$ cat config.mk
export PLATFORM = sky130hd
export DESIGN_NAME = sad_partial_datapath
export DESIGN_NICKNAME = d
export VERILOG_FILES = /design/src/rtl/sad_pkg.sv /design/src/rtl/sad_absdiff_tree.sv /design/src/rtl/sad_partial_datapath.sv
export SDC_FILE = /design/constraint.sdc
export NUM_CORES = 1
export LEC_CHECK = 0
export ABC_CLOCK_PERIOD_IN_PS = 4560
export CAP_MARGIN = 20
export CORE_ASPECT_RATIO = 0.75
export CORE_MARGIN = 2
export CORE_UTILIZATION = 54
export CTS_BUF_LIST = sky130_fd_sc_hd__clkbuf_4
export CTS_CLUSTER_SIZE = 25
export DETAILED_ROUTE_END_ITERATION = 10
export PLACE_DENSITY = 0.87
export SYNTH_ARGS = -nofsm -noshare
export SYNTH_HDL_FRONTEND = slang
export SYNTH_SLANG_ARGS = --single-unit
$ cat constraint.sdc
create_clock -name clk -period 4.56 [get_ports clk]
set_input_delay 0.912 -clock clk [delete_from_list [all_inputs] [get_ports clk]]
set_output_delay 0.912 -clock clk [all_outputs]
set_load 0.005 [all_outputs]
$ cat src/rtl/sad_pkg.sv
// rtl/sad_pkg.sv - shared defaults and width helpers for the SAD datapath
package sad_pkg;

  // Ceiling log2, used to size address, partial and result registers.
  function automatic int clog2(input int value);
    int r;
    r = 0;
    while ((1 << r) < value) r++;
    return r;
  endfunction

  localparam int DEF_PIX_W  = 8;
  localparam int DEF_N_PAR  = 4;
  localparam int DEF_N_BLK  = 64;
  localparam int DEF_ADDR_W = clog2(DEF_N_BLK / DEF_N_PAR);
  localparam int DEF_SAD_W  = DEF_PIX_W + clog2(DEF_N_BLK);
  localparam int DEF_PART_W = DEF_PIX_W + clog2(DEF_N_PAR);

endpackage

$ cat src/rtl/sad_absdiff_tree.sv
// rtl/sad_absdiff_tree.sv - combinational per-group abs diffs and balanced adder tree
module sad_absdiff_tree
  import sad_pkg::*;
#(
  parameter int PIX_W  = DEF_PIX_W,
  parameter int N_PAR  = DEF_N_PAR,
  parameter int PART_W = PIX_W + clog2(N_PAR)
) (
  input  logic [N_PAR*PIX_W-1:0] a,
  input  logic [N_PAR*PIX_W-1:0] b,
  output logic [PART_W-1:0]      partial
);

  // Unsigned |a-b| per pixel, then pairwise reduction: stride 1, 2, 4, ...
  always_comb begin : tree_p
    logic [PIX_W-1:0]  pa;
    logic [PIX_W-1:0]  pb;
    logic [PART_W-1:0] node [N_PAR];
    pa      = '0;
    pb      = '0;
    partial = '0;
    for (int k = 0; k < N_PAR; k++) begin
      pa      = a[k*PIX_W +: PIX_W];
      pb      = b[k*PIX_W +: PIX_W];
      node[k] = PART_W'((pa >= pb) ? (pa - pb) : (pb - pa));
    end
    for (int s = 1; s < N_PAR; s = s * 2) begin
      for (int i = 0; i + s < N_PAR; i = i + 2 * s) begin
        node[i] = node[i] + node[i + s];
      end
    end
    partial = node[0];
  end

endmodule

$ cat src/rtl/sad_partial_datapath.sv
// rtl/sad_partial_datapath.sv - 3-stage group-parallel SAD datapath driven by the SAD controller
module sad_partial_datapath
  import sad_pkg::*;
#(
  parameter int PIX_W = DEF_PIX_W,
  parameter int N_PAR = DEF_N_PAR,
  parameter int N_BLK = DEF_N_BLK,
  localparam int ADDR_W = clog2(N_BLK / N_PAR),
  localparam int SAD_W  = PIX_W + clog2(N_BLK)
) (
  input  logic                   clk,
  input  logic                   rst,
  input  logic                   rst_sad,
  input  logic                   en_sad,
  output logic [ADDR_W-1:0]      mem_addr,
  input  logic [N_PAR*PIX_W-1:0] mem_a,
  input  logic [N_PAR*PIX_W-1:0] mem_b,
  output logic                   loaded,
  output logic                   done,
  output logic [SAD_W-1:0]       sad
);

  localparam int N_GRP  = N_BLK / N_PAR;
  localparam int PART_W = PIX_W + clog2(N_PAR);
  localparam int ROW_W  = N_PAR * PIX_W;
  localparam logic [ADDR_W-1:0] LAST_ADDR = ADDR_W'(N_GRP - 1);

  logic [ADDR_W-1:0] addr;
  logic              exhausted;
  logic              accept;
  logic              at_last;
  logic [ROW_W-1:0]  a_q;
  logic [ROW_W-1:0]  b_q;
  logic              v1;
  logic              last1;
  logic [PART_W-1:0] part_d;
  logic [PART_W-1:0] partial;
  logic              v2;
  logic              last2;
  logic [SAD_W-1:0]  acc;
  logic [SAD_W-1:0]  sum_next;

  assign mem_addr = addr;
  assign at_last  = (addr == LAST_ADDR);
  // Once the last group is taken or the result is up, further enables are ignored.
  assign accept   = en_sad & ~exhausted & ~done & ~rst_sad;
  assign loaded   = v1;
  assign sum_next = acc + SAD_W'(partial);

  sad_absdiff_tree #(
    .PIX_W  (PIX_W),
    .N_PAR  (N_PAR),
    .PART_W (PART_W)
  ) u_tree (
    .a       (a_q),
    .b       (b_q),
    .partial (part_d)
  );

  // Stage 1: group address counter, exhausted flag and input capture.
  always_ff @(posedge clk or posedge rst) begin
    if (rst) begin
      addr      <= '0;
      exhausted <= 1'b0;
      a_q       <= '0;
      b_q       <= '0;
      v1        <= 1'b0;
      last1     <= 1'b0;
    end else if (rst_sad) begin
      addr      <= '0;
      exhausted <= 1'b0;
      v1        <= 1'b0;
      last1     <= 1'b0;
    end else begin
      v1    <= accept;
      last1 <= accept & at_last;
      if (accept) begin
        a_q  <= mem_a;
        b_q  <= mem_b;
        addr <= at_last ? '0 : addr + ADDR_W'(1);
        if (at_last) begin
          exhausted <= 1'b1;
        end
      end
    end
  end

  // Stage 2: register the per-group partial sum.
  always_ff @(posedge clk or posedge rst) begin
    if (rst) begin
      partial <= '0;
      v2      <= 1'b0;
      last2   <= 1'b0;
    end else if (rst_sad) begin
      v2    <= 1'b0;
      last2 <= 1'b0;
    end else begin
      v2    <= v1;
      last2 <= v1 & last1;
      if (v1) begin
        partial <= part_d;
      end
    end
  end

  // Stage 3: accumulate; the last group publishes sad and restarts acc.
  always_ff @(posedge clk or posedge rst) begin
    if (rst) begin
      acc  <= '0;
      sad  <= '0;
      done <= 1'b0;
    end else if (rst_sad) begin
      acc  <= '0;
      done <= 1'b0;
    end else if (v2) begin
      if (last2) begin
        sad  <= sum_next;
        done <= 1'b1;
        acc  <= '0;
      end else begin
        acc <= sum_next;
      end
    end
  end

endmodule

==> flow_metrics.py <==
metrics = {
    "outcome": {
        "violations": "setup timing",
        "status": "finished with violations",
    },
    "global_route": {
        "antenna_found_initial": 0,
        "grt_pass1_wl_um": 35200,
        "grt_pass1_vias": 7225,
        "overflow": 0,
        "grt_max_degree": 80,
        "grt_usage_pct": 26.5,
    },
    "detailed_routing": {
        "drc": 0,
        "wirelength_um": 21700,
        "drtPass1Iterations": 7,
        "ant_nets": 0,
        "post_drt_wl_per_cell_um": 17.0,
        "dr.first_iter.drc_count": 565,
        "viasPerCell": 5.61,
        "via_count": 7160,
    },
    "worst_setup_path": {
        "crit_family": "adder cells",
        "cp_num_buf_inv": 3,
        "cp_slowest_stage_delay_ns": 0.55,
        "path_max_fanout": 6,
        "cp-start-kind": "flip-flop",
        "arrival_ns": 5.11,
        "critPathCaptureType": "flip-flop",
        "worstSetupPathType": "reg -> reg",
        "required_ns": 4.94,
        "crit_slowest_cell": "fa_1",
        "path_cells": "ha_4 -> nand3_4 -> o221ai_4 -> a21oi_4 -> buf_4 -> a211o_1 -> a31oi_4 -> or3_4 -> nand3_2 -> xnor2_2 -> fa_1 -> inv_2 -> fa_1 -> inv_1 -> ha_4 -> or2_4 -> a21oi_4 -> a21oi_2 -> xnor2_1 -> xnor2_1 -> o21ai_1",
    },
    "job": {
        "max_cap_violations": 0,
    },
    "die": {
        "row_count": 38,
        "die_x_um": 146,
        "io_pins": 88,
        "fp.dieArea_um2": 16100,
        "die_h_um": 110,
        "initial_core_util_pct": 55.8,
        "core_area_um2": 14600,
    },
    "synthesis": {
        "synth-xor-area-share_pct": 4.61,
        "synth.area.mux_share_pct": 4.69,
        "synth_seq_cells": 112,
        "syn_inst": 902,
        "synth_async_sr_flop_share_pct": 100,
        "synth_compound_area_share_pct": 18.3,
        "yosysWarnings": 0,
        "synthAdderAreaFrac_pct": 19.5,
        "synth-edff-count": 0,
        "yosys.area_share.simple_pct": 11.2,
        "avgSynthCellArea_um2": 9.05,
        "syn_nets": 1081,
        "ys.flop_type": "dfrtp_1",
        "synth_top_family_by_area": "adder cells",
        "synth.distinct_cells": 59,
        "synth_area_um2": 8170,
        "seq_area_frac_synth_pct": 34.3,
    },
    "sta": {
        "fmax_mhz": 211,
        "slew_headroom_pct": 43.0,
        "final.setup_skew_ns": 0.0253,
        "finalCriticalPeriod_ns": 4.74,
        "hold_viol": 0,
        "slew_viol_final": 0,
        "setup_viol": 4,
        "rsz0062_at_grt": "true",
        "worst_pin_slew_ns": 0.853,
        "fin_ws_ns": -0.175,
        "finalCritPeriodShare_pct": 104,
    },
    "place": {
        "dpl.hpwl_um": 15000,
        "numPortBuffers": 87,
        "place_congestion": 0.950,
        "place_ws_ns": -0.325,
        "dp_cells": 1242,
    },
    "finish": {
        "final_common_cell": "nand2_1",
        "layout-drive-gt1-share_pct": 21.3,
        "layout.nets": 1250,
        "layout_common_cells": "nand2_1, dfrtp_1, inv_1, buf_4, clkdlybuf4s50_1",
        "n_antenna_cell": 0,
        "finalNonFillerCells": 1276,
        "final_util_pct": 72.9,
        "area_growth_pct": 30.8,
    },
    "power_and_ir_drop": {
        "power_density_nw_per_um2": 844,
        "p_leak_nw": 5.06,
        "vdd_drop_max_v": 0.000994,
    },
    "clocking": {
        "clk_pin_slew_worst_paths_ns": 0.19,
        "htreeDepth": 3,
        "cts_buffers": 9,
        "cts_tree": "built",
        "insertion_delay_ns": 0.50,
        "cts.sinks": 112,
        "cts-root-buf": "clkbuf_4",
        "clock_path_buffers": 2,
    },
    "worst_hold_path": {
        "hp-class": "reg -> reg",
    },
}
worst reg2reg max path, delay by kind of cell (launching register included):
family,cells,cell delay [ns]
AO/OA/AOI/OAI,7,1.12
XOR/XNOR,3,0.52
adder cells (fa/ha/maj),4,1.62
buffers and inverters,3,0.30
flip-flops,1,0.47
AND/OR/NAND/NOR,4,0.61
timing repair:
item | CTS | global route
resized for setup | 74 | 27
endpoints found under the hold margin | 0 | 0
pin swaps | 38 | 24
setup endpoints to repair | 4 | 4
hold buffers | 0 | 0
setup buffers | 11 | 7
power by group:
| part | switching, mW | internal [mW] | total, mW |
|---|---|---|---|
| Sequential | 0.101 | 1.13 | 1.23 |
| Combinational | 3.58 | 3.73 | 7.31 |
| Clock | 0.355 | 0.118 | 0.474 |
path summary, 6_finish.rpt:
check	from	end	slack, ns	depth (start not counted)
min in group asynchronous	rst	b_q[18]	0.87	2
setup reg to reg	b_q[22]	partial[9]	-0.18	21
hold / removal	last1	last2	0.48	1
hold reg to reg	last1	last2	0.48	1
setup / recovery	b_q[22]	partial[9]	-0.18	21
max in group asynchronous	rst	mem_addr[0]	2.92	3
cell usage after synthesis (8+ instances only):
cell | number | area (µm²)
o21ai_1 | 18 | 90.1
mux2i_1 | 18 | 180
mux2_2 | 11 | 124
inv_1 | 120 | 450
a21o_1 | 28 | 210
dfrtp_1 | 112 | 2800
xor2_1 | 18 | 158
nor2b_1 | 8 | 50.1
clkbuf_1 | 19 | 71.3
buf_2 | 10 | 50.1
fa_1 | 27 | 541
a21oi_1 | 55 | 275
xnor2_1 | 25 | 219
ha_1 | 84 | 1050
o21ai_0 | 84 | 420
nor2_1 | 28 | 105
nand2_1 | 115 | 432
registers in the layout, indices dropped and copies added, names as in the netlist:
register / flops
a_q: 32
b_q: 32
acc: 14
sad: 14
partial: 10
mem_addr: 4
done: 1
exhausted: 1
last1: 1
last2: 1
loaded: 1
v2: 1
final cells by class:
type / count / area, µm²
Multi-Input combinational cell: 636 / 5360
Tap cell: 200 / 250
Timing Repair Buffer: 192 / 1690
Fill cell: 964 / 3970
Clock buffer: 9 / 67.6
Sequential cell: 112 / 2800
Inverter: 120 / 453
Clock inverter: 7 / 53.8
logic make-up after synthesis:
kind of cell               Yosys count
AOI/OAI and AO/OA                  244
and+or+nand+nor                    202
buffers and inverters              154
DFF                                112
adders and majority gates          111
xor gates and xnor gates            43
muxes                               36
metal layers:
metal	up-vias	part of all wire, %	GRT usage, %
li1	3367	-	-
met1	3430	43	35.0
met2	301	48	43.8
met3	62	7.0	6.20
met4	0	2.6	7.51
met5	-	0	0
per-stage QoR:
step	power (mW)	hold slack, ns	TNS [ns]	cell area, µm²
after floorplan	4.85	0.428	0	8190
after global placement	6.44	0.431	-0.0847	9830
after detailed placement	6.74	0.448	-0.869	9830
after CTS	8.08	0.485	0	10500
after global routing	9.66	0.515	-0.990	10700
final	9.01	0.480	-0.406	10700
No activity file was read; power rests on OpenSTA's default activity.
